`src/rtl/motor_pkg.sv`:
```
// rtl/motor_pkg.sv - shared motor drive state encodings and default constants
package motor_pkg;

    typedef enum logic [2:0] {
        ST_IDLE      = 3'd0,
        ST_RUN       = 3'd1,
        ST_RAMP_DOWN = 3'd2,
        ST_BRAKE     = 3'd3,
        ST_LOCKOUT   = 3'd4
    } state_t;

    localparam int FAULT_CNT_W      = 8;
    localparam int DEF_DUTY_W       = 4;
    localparam int DEF_RAMP_DIV     = 8;
    localparam int DEF_BRAKE_CYCLES = 50;

endpackage

```
`src/rtl/motor_shutdown_ctrl_pwm_gen.sv`:
```
// rtl/motor_shutdown_ctrl_pwm_gen.sv - free-running PWM counter and registered compare
module pwm_gen #(
    parameter int DUTY_W = 4
) (
    input  logic              clk_1khz,
    input  logic              rst,
    input  logic              en,
    input  logic [DUTY_W-1:0] duty,
    output logic              pwm_out
);

    // Last count value is 2^DUTY_W-2, so a full-scale duty compares high every cycle
    localparam logic [DUTY_W-1:0] CNT_LAST = {{(DUTY_W-1){1'b1}}, 1'b0};

    logic [DUTY_W-1:0] r_cnt;
    logic              r_pwm;

    // Period counter, wraps after CNT_LAST
    always_ff @(posedge clk_1khz) begin
        if (rst) begin
            r_cnt <= '0;
        end else if (r_cnt == CNT_LAST) begin
            r_cnt <= '0;
        end else begin
            r_cnt <= r_cnt + 1'b1;
        end
    end

    // Registered compare, gated by the drive enable
    always_ff @(posedge clk_1khz) begin
        if (rst) begin
            r_pwm <= 1'b0;
        end else begin
            r_pwm <= en & (r_cnt < duty);
        end
    end

    assign pwm_out = r_pwm;

endmodule

```
`src/rtl/motor_shutdown_ctrl.sv`:
```
// rtl/motor_shutdown_ctrl.sv - motor sequencer with watchdog safe stop and latched lockout
module motor_shutdown_ctrl
    import motor_pkg::*;
#(
    parameter int DUTY_W       = DEF_DUTY_W,
    parameter int RAMP_DIV     = DEF_RAMP_DIV,
    parameter int BRAKE_CYCLES = DEF_BRAKE_CYCLES
) (
    input  logic                   clk_1khz,
    input  logic                   rst,
    input  logic                   wd_fault,
    input  logic                   start,
    input  logic                   stop,
    input  logic                   rearm,
    input  logic [DUTY_W-1:0]      duty_cmd,
    output logic                   pwm_out,
    output logic                   motor_en,
    output logic                   brake,
    output logic                   fault_latched,
    output logic [FAULT_CNT_W-1:0] fault_count,
    output logic [2:0]             state_o
);

    localparam int DIV_W   = (RAMP_DIV > 1) ? $clog2(RAMP_DIV) : 1;
    localparam int BRAKE_W = (BRAKE_CYCLES > 1) ? $clog2(BRAKE_CYCLES) : 1;
    localparam logic [DIV_W-1:0]   DIV_MAX   = DIV_W'(RAMP_DIV - 1);
    localparam logic [BRAKE_W-1:0] BRAKE_MAX = BRAKE_W'(BRAKE_CYCLES - 1);

    state_t                  r_state;
    state_t                  w_state_nxt;
    logic [DUTY_W-1:0]       r_duty_cur;
    logic [DUTY_W-1:0]       w_duty_nxt;
    logic [DIV_W-1:0]        r_div;
    logic [BRAKE_W-1:0]      r_brake_cnt;
    logic                    r_start_q;
    logic                    r_stop_q;
    logic                    r_rearm_q;
    logic                    r_fault_latched;
    logic [FAULT_CNT_W-1:0]  r_fault_count;
    logic                    r_motor_en;
    logic                    r_brake;
    logic [2:0]              r_state_o;
    logic                    w_start_pulse;
    logic                    w_stop_pulse;
    logic                    w_rearm_pulse;
    logic                    w_step;
    logic                    w_entry;
    logic                    w_fault_set;
    logic                    w_fault_inc;
    logic                    w_fault_clr;
    logic                    w_drive_en;

    assign w_start_pulse = start & ~r_start_q;
    assign w_stop_pulse  = stop  & ~r_stop_q;
    assign w_rearm_pulse = rearm & ~r_rearm_q;
    assign w_step        = (r_div == DIV_MAX);
    assign w_entry       = (w_state_nxt != r_state);
    assign w_drive_en    = (r_state == ST_RUN) || (r_state == ST_RAMP_DOWN);

    // Request edge detectors; cleared on reset so a level already high counts as a new request
    always_ff @(posedge clk_1khz) begin
        if (rst) begin
            r_start_q <= 1'b0;
            r_stop_q  <= 1'b0;
            r_rearm_q <= 1'b0;
        end else begin
            r_start_q <= start;
            r_stop_q  <= stop;
            r_rearm_q <= rearm;
        end
    end

    // State register
    always_ff @(posedge clk_1khz) begin
        if (rst) begin
            r_state <= ST_IDLE;
        end else begin
            r_state <= w_state_nxt;
        end
    end

    // Next state, duty slew and fault bookkeeping; a watchdog fault outranks every request
    always_comb begin
        w_state_nxt = r_state;
        w_duty_nxt  = r_duty_cur;
        w_fault_set = 1'b0;
        w_fault_inc = 1'b0;
        w_fault_clr = 1'b0;
        case (r_state)
            ST_IDLE: begin
                if (w_start_pulse && !wd_fault && !w_stop_pulse) begin
                    w_state_nxt = ST_RUN;
                    w_duty_nxt  = '0;
                end
            end
            ST_RUN: begin
                if (wd_fault) begin
                    w_state_nxt = ST_BRAKE;
                    w_duty_nxt  = '0;
                    w_fault_set = 1'b1;
                    w_fault_inc = 1'b1;
                end else if (w_stop_pulse) begin
                    w_state_nxt = ST_RAMP_DOWN;
                end else if (w_step) begin
                    if (r_duty_cur < duty_cmd) begin
                        w_duty_nxt = r_duty_cur + 1'b1;
                    end else if (r_duty_cur > duty_cmd) begin
                        w_duty_nxt = r_duty_cur - 1'b1;
                    end
                end
            end
            ST_RAMP_DOWN: begin
                if (wd_fault) begin
                    w_state_nxt = ST_BRAKE;
                    w_duty_nxt  = '0;
                    w_fault_set = 1'b1;
                    w_fault_inc = 1'b1;
                end else if (r_duty_cur == '0) begin
                    w_state_nxt = ST_BRAKE;
                end else if (w_step) begin
                    w_duty_nxt = r_duty_cur - 1'b1;
                    if (r_duty_cur == DUTY_W'(1)) begin
                        w_state_nxt = ST_BRAKE;
                    end
                end
            end
            ST_BRAKE: begin
                if (r_brake_cnt == BRAKE_MAX) begin
                    w_state_nxt = r_fault_latched ? ST_LOCKOUT : ST_IDLE;
                end
            end
            ST_LOCKOUT: begin
                if (w_rearm_pulse && !wd_fault) begin
                    w_state_nxt = ST_IDLE;
                    w_fault_clr = 1'b1;
                end
            end
            default: begin
                w_state_nxt = ST_BRAKE;
                w_duty_nxt  = '0;
                w_fault_set = 1'b1;
            end
        endcase
    end

    // Current duty, ramp divider and brake timer; both timers restart on any state change
    always_ff @(posedge clk_1khz) begin
        if (rst) begin
            r_duty_cur  <= '0;
            r_div       <= '0;
            r_brake_cnt <= '0;
        end else begin
            r_duty_cur <= w_duty_nxt;
            if (w_entry || w_step) begin
                r_div <= '0;
            end else begin
                r_div <= r_div + 1'b1;
            end
            if (w_entry) begin
                r_brake_cnt <= '0;
            end else if (r_state == ST_BRAKE && r_brake_cnt != BRAKE_MAX) begin
                r_brake_cnt <= r_brake_cnt + 1'b1;
            end
        end
    end

    // Fault latch and saturating fault-stop counter
    always_ff @(posedge clk_1khz) begin
        if (rst) begin
            r_fault_latched <= 1'b0;
            r_fault_count   <= '0;
        end else begin
            if (w_fault_set) begin
                r_fault_latched <= 1'b1;
            end else if (w_fault_clr) begin
                r_fault_latched <= 1'b0;
            end
            if (w_fault_inc && r_fault_count != {FAULT_CNT_W{1'b1}}) begin
                r_fault_count <= r_fault_count + 1'b1;
            end
        end
    end

    // Registered output decode; brake is the safe default for anything not driving
    always_ff @(posedge clk_1khz) begin
        if (rst) begin
            r_motor_en <= 1'b0;
            r_brake    <= 1'b1;
            r_state_o  <= 3'd0;
        end else begin
            r_motor_en <= w_drive_en;
            r_brake    <= ~w_drive_en;
            r_state_o  <= r_state;
        end
    end

    pwm_gen #(
        .DUTY_W (DUTY_W)
    ) u_pwm_gen (
        .clk_1khz (clk_1khz),
        .rst      (rst),
        .en       (w_drive_en),
        .duty     (r_duty_cur),
        .pwm_out  (pwm_out)
    );

    assign motor_en      = r_motor_en;
    assign brake         = r_brake;
    assign state_o       = r_state_o;
    assign fault_latched = r_fault_latched;
    assign fault_count   = r_fault_count;

endmodule

```
`config.mk`:
```
export PLATFORM = sky130hd
export DESIGN_NAME = motor_shutdown_ctrl
export DESIGN_NICKNAME = d
export VERILOG_FILES = /design/src/rtl/motor_pkg.sv /design/src/rtl/motor_shutdown_ctrl_pwm_gen.sv /design/src/rtl/motor_shutdown_ctrl.sv
export SDC_FILE = /design/constraint.sdc
export NUM_CORES = 1
export LEC_CHECK = 0
export CAP_MARGIN = 20
export CORE_UTILIZATION = 35
export DETAILED_ROUTE_END_ITERATION = 8
export PLACE_DENSITY_LB_ADDON = 0.3
export SYNTH_ARGS = -nofsm -noshare
export SYNTH_HDL_FRONTEND = slang
export SYNTH_SLANG_ARGS = --single-unit
```
`constraint.sdc`:
```
create_clock -name clk_1khz -period 2.5 [get_ports clk_1khz]
set_clock_uncertainty 0.2 [all_clocks]
set_input_delay 0.625 -clock clk_1khz [delete_from_list [all_inputs] [get_ports clk_1khz]]
set_output_delay 0.625 -clock clk_1khz [all_outputs]
set_load 0.01 [all_outputs]
```
Word level (Yosys, flattened, before mapping):

Index checks and enable logic that the tools add are counted.

* reductions and logical operators: 19
* equality and inequality tests: 17
* bitwise gates (word level): 9
* add/subtract/negate cells: 6
* order comparisons: 3
* mux-type cells: 28

Operators with widths (count)
* 4-bit two-way mux: 9
* 3-bit two-way mux: 10
* 4-bit case mux with 4 select lines: 1
* 3-bit case mux with 5 select lines: 1
* 3-bit inequality test, second input constant: 4
* 2-bit OR reduction: 5
* 4-bit by 1-bit adder with 4-bit output, second input constant: 2
* 8-bit by 1-bit adder with 8-bit output, second input constant: 1
* 4-bit < comparator: 2
* 8-bit inequality test, second input constant: 1
* 7-bit AND reduction: 1
* 6-bit by 1-bit adder with 6-bit output, second input constant: 1
* 3-bit by 2-bit equality test with 1-bit output, second input constant: 2
* 3-bit equality test, second input constant: 2
* 6-bit equality test, second input constant: 1
* 1-bit two-way mux: 6
* 6-bit inequality test, second input constant: 1
* 1-bit logical AND: 5
* 1-bit NOT: 5
* 1-bit AND: 4
* 4-bit by 1-bit equality test with 1-bit output, second input constant: 1
* 4-bit equality test, second input constant: 1
* 4-bit > comparator: 1
* 4-bit logical NOT: 1
* 12 further kinds: 14

* bits in registers: 38
* logic and storage cells: 96
* input port bits: 10
* output and inout port bits: 15

Logic depth before layout (Yosys ltp):

* depth after elaboration: 9
* depth in mapped cells: 9
* depth with buffers taken out: 8

Cells and area by module:

Synthesis repeated with hierarchy kept, for this count alone.

* cells, all modules: 233
* area, all modules: 2031.9 µm²

Modules (own cells, without submodules)
* motor_shutdown_ctrl: seq. area each 660.6 µm², area each 1759.2 µm², cells each 203, instances 1
* pwm_gen: seq. area each 100.1 µm², area each 272.8 µm², cells each 30, instances 1

Worst setup path before layout:

OpenSTA, ideal clock, no wires.

* path type: input to register
* from: in duty_cmd[3]
* to: reg r_duty_cur[2]
* library setup time: 0.095 ns
* buffers on the path: 0
* required time: 2.205 ns
* arrival: 2.329 ns
* setup slack: -0.124 ns
* stages on the path: 8
* cell sequence: inv_1 ha_1 a21oi_1 nor3b_1 o32a_2 o311ai_4 or4_1 o311ai_1

* cells in the longest elaborated chain, start to end: 6
* elaborated cells on any way between the ends: 9
* those cells by class: order compare (2); eq/ne (1); mux (5); reduce/logical (1)

Ends and longest elaborated chain
* start, declared: line motor_shutdown_ctrl.sv:15 `input logic [DUTY_W-1:0] duty_cmd,`
* 4-bit < comparator: line motor_shutdown_ctrl.sv:105 `if (r_duty_cur < duty_cmd) begin`
* 4-bit two-way mux: line motor_shutdown_ctrl.sv:105
* 4-bit two-way mux: line motor_shutdown_ctrl.sv:104 `end else if (w_step) begin`
* 4-bit two-way mux: line motor_shutdown_ctrl.sv:102 `end else if (w_stop_pulse) begin`
* 4-bit two-way mux: line motor_shutdown_ctrl.sv:97 `if (wd_fault) begin`
* 4-bit case mux with 4 select lines: line motor_shutdown_ctrl.sv:89 `case (r_state)`
* end signal, assigned: line motor_shutdown_ctrl.sv:153 `r_duty_cur <= w_duty_nxt;`
* end, declared: line motor_shutdown_ctrl.sv:31 `logic [DUTY_W-1:0] r_duty_cur;`

Several ways; a longest one is shown, not always the timed one. The select of a mux whose other input is x is not followed.
A chain may end at the register's enable or synchronous reset.

Worst setup path in the final report:

* from: in duty_cmd[3]
* to: reg r_duty_cur[3]

Same word-level chain as after synthesis.

==> results.py <==
metrics = {
    "sta": {
        "fmax_mhz": 416,
        "finalCriticalPeriod_ns": 2.40,
        "fin_crit_sh_pct": 96.1,
        "setup_violations": 0,
        "max_slew_margin_pct": 62.6,
        "setup_ws_ns": 0.0987,
        "tightest_slew_ns": 0.556,
        "slew_viol_final": 0,
        "finalHoldViolCount": 0,
        "rsz0062_at_grt": "false",
    },
    "grt": {
        "grt_pass1_wl_um": 7440,
        "grt_pass1_vias": 1681,
        "grt.total_usage_pct": 15.3,
        "antenna_found_initial": 0,
        "grt_overflow": 0,
        "grt_max_degree": 14,
    },
    "drt": {
        "drt-total-wl_um": 4410,
        "wl_per_cell_um": 12.9,
        "drc_errors": 0,
        "ant_nets": 0,
        "wl_met3_um": 162,
        "dr.pass1.iters": 4,
        "vias": 1688,
        "wl_met2_um": 2070,
        "drt_iter0_drc": 121,
        "routed.top_layer": "met4",
        "viasPerCell": 4.92,
        "drt-met1-wl_um": 2140,
    },
    "worst_setup_path": {
        "r2r-end": "r_brake_cnt[1]$_SDFFE_PP0P_",
        "crit_chain": "dlygate4sd2_1 -> inv_2 -> ha_4 -> buf_4 -> nand2_2 -> o32a_4 -> o311ai_4 -> mux2_4",
        "r2r_cells": 9,
        "path_max_fanout": 5,
        "crit_type": "in2reg",
        "crit_family": "compound AO/OA/AOI/OAI gates",
        "slowest_stage": "o311ai_4",
        "endpoint": "r_duty_cur[3]$_SDFFE_PP0P_",
        "cp-start-kind": "primary input",
        "r2r_setup_slack_ns": 0.21,
        "critPathBufInv": 3,
        "max_stage_delay_ns": 0.37,
        "startpoint": "duty_cmd[3]",
        "r2r-start": "r_div[0]$_SDFF_PP0_",
        "crit_arrival_ns": 2.38,
        "cp.depth": 8,
        "critPathCaptureType": "register",
        "cp.required_ns": 2.48,
    },
    "clock_network": {
        "cts_sinks": 38,
        "ctsHoldBuffers": 0,
        "cts_tree": "done",
        "numCtsBuffers": 5,
        "cts_max_path_buffers": 2,
        "clk-insertion-delay-late_ns": 0.29,
        "clk_pin_slew_worst_paths_ns": 0.07,
        "htreeDepth": 2,
        "root_buffer": "clkbuf_8",
    },
    "placement": {
        "dpl.hpwl_um": 3190,
        "place.gp.congestion": 0.775,
        "dpl.cell_count": 333,
        "io_buffers": 24,
        "post-place-ws_ns": -0.538,
    },
    "finish": {
        "layout_common_cells": "dfxtp_1 (37), nor2_1 (26), buf_4 (23)",
        "num-nets-final": 298,
        "drive_above_1_share_pct": 22.9,
        "final_cells": 343,
        "area_growth_pct": 33.4,
        "layout_commonest_cell": "dfxtp_1",
        "antenna_cells": 0,
    },
    "floorplanning": {
        "die-area_um2": 6140,
        "num_rows": 27,
        "die_x_um": 78.3,
        "die_y_um": 78.3,
        "coreArea_um2": 5570,
        "io_pins": 25,
        "initial_core_util_pct": 36.6,
    },
    "yosys": {
        "ys_ff_latch": 38,
        "syn_area_um2": 2040,
        "synth-edff-count": 0,
        "synth_cell_types": 56,
        "async_flop_share_pct": 0,
        "synth_top_area_share_pct": 37.3,
        "ys_top_cells_by_area": "dfxtp_1 (37%), ha_1 (11%), nor2_1 (4.8%), a21oi_1 (3.2%), xor2_1 (3.0%)",
        "synth_top_area_cell": "dfxtp_1",
        "yosysWarnings": 0,
        "seq_area_frac_synth_pct": 37.3,
        "syn_nets": 252,
        "synth_cells": 224,
        "ys.flop_type": "dfxtp_1",
        "avgSynthCellArea_um2": 9.10,
    },
    "power": {
        "power_density_nw_per_um2": 706,
        "leakage_uw": 0.00108,
        "vdd.ir_drop.worst_uv": 428,
    },
    "outcome": {
        "status": "finished clean",
    },
    "worst_hold_path": {
        "hold_class": "reg2reg",
    },
    "flow_run": {
        "drv_cap": 0,
    },
}
sequential cells by signal, summed over array words and instances, names as in the netlist:
| register | cells |
|---|---|
| r_duty_cur | 4 |
| fault_count | 8 |
| u_pwm_gen.r_cnt | 4 |
| r_div | 3 |
| u_pwm_gen.pwm_out | 1 |
| r_state | 3 |
| fault_latched | 1 |
| r_brake_cnt | 6 |
| motor_en | 1 |
| r_start_q | 1 |
| r_rearm_q | 1 |
| r_stop_q | 1 |
| state_o | 3 |
| brake | 1 |
cells in the mapped netlist, types with 2 or more instances:
cell type	number
clkbuf_1	3
a22oi_1	2
inv_1	15
o21ai_0	8
ha_1	18
xor2_1	7
nand3_1	5
mux2i_1	3
a31oi_1	2
or4_1	2
a21oi_1	13
or3_1	3
and3_1	3
nand3b_1	3
dfxtp_1	38
nor2b_1	7
nor3b_1	4
a21boi_0	2
nor3_1	4
nand2_1	13
nand2b_1	2
nor2_1	26
nand4b_1	2
nand4_1	5
xnor2_1	3
per-stage QoR:
step | cell area [µm²] | power, µW | utilization, % | hold WS (ns) | TNS (ns)
after CTS | 2630 | 1910 | 47.2 | 0.234 | 0
final | 2720 | 1920 | 48.8 | 0.227 | 0
after detailed placement | 2520 | 1460 | 45.1 | 0.223 | -4.09
after floorplan | 2070 | 1210 | - | 0.204 | -0.0244
after global routing | 2720 | 2050 | 48.8 | 0.260 | 0
after global placement | 2520 | 1460 | 45.1 | 0.213 | -3.78
power by group:
part / total, µW / switching (µW) / internal (µW)
Combinational: 754 / 371 / 382
Clock: 439 / 217 / 223
Sequential: 727 / 48.9 / 678
Total: 1920 / 637 / 1280
worst min-delay path by stage:
stage	cells past startpoint	slack (ns)	startpoint	endpoint
floorplan	1	0.20	r_div[0]$_SDFF_PP0_	r_div[0]$_SDFF_PP0_
global placement	1	0.21	r_div[0]$_SDFF_PP0_	r_div[0]$_SDFF_PP0_
detailed placement	1	0.22	r_div[0]$_SDFF_PP0_	r_div[0]$_SDFF_PP0_
CTS	1	0.23	r_div[0]$_SDFF_PP0_	r_div[0]$_SDFF_PP0_
global route	1	0.26	r_div[0]$_SDFF_PP0_	r_div[0]$_SDFF_PP0_
finish	1	0.23	r_div[0]$_SDFF_PP0_	r_div[0]$_SDFF_PP0_
what timing repair did:
| action | in CTS | in global routing |
|---|---|---|
| gates cloned | 0 | 0 |
| hold endpoints to repair | 0 | 0 |
| pin swaps | 6 | 5 |
| resized for setup | 5 | 18 |
| setup endpoints to repair | 4 | 12 |
| setup buffers | 2 | 0 |
layout make-up:
cell class	instances	area [µm²]
multi-input cells	163	1300
fillers	531	2850
flip-flops and latches	38	762
clock buffers	7	86.3
repair buffers	47	418
clock inverters	1	5.00
inverters	15	56.3
well taps	72	90.1
routing by layer:
| metal | vias up | track usage [%] |
|---|---|---|
| met2 | 22 | 26.1 |
| met4 | 0 | 2.78 |
| met3 | 5 | 4.53 |
| met1 | 785 | 19.3 |
| li1 | 876 | - |
| met5 | - | 0 |
cell families after synthesis:
family / share of synthesized area (%)
mux: 2.70
flops: 37.3
compound gates: 15.6
xor+xnor: 5.09
buf+inv: 4.91
simple gates: 23.4
fa+ha+maj: 11.0
(Power assumes the default switching activity.)
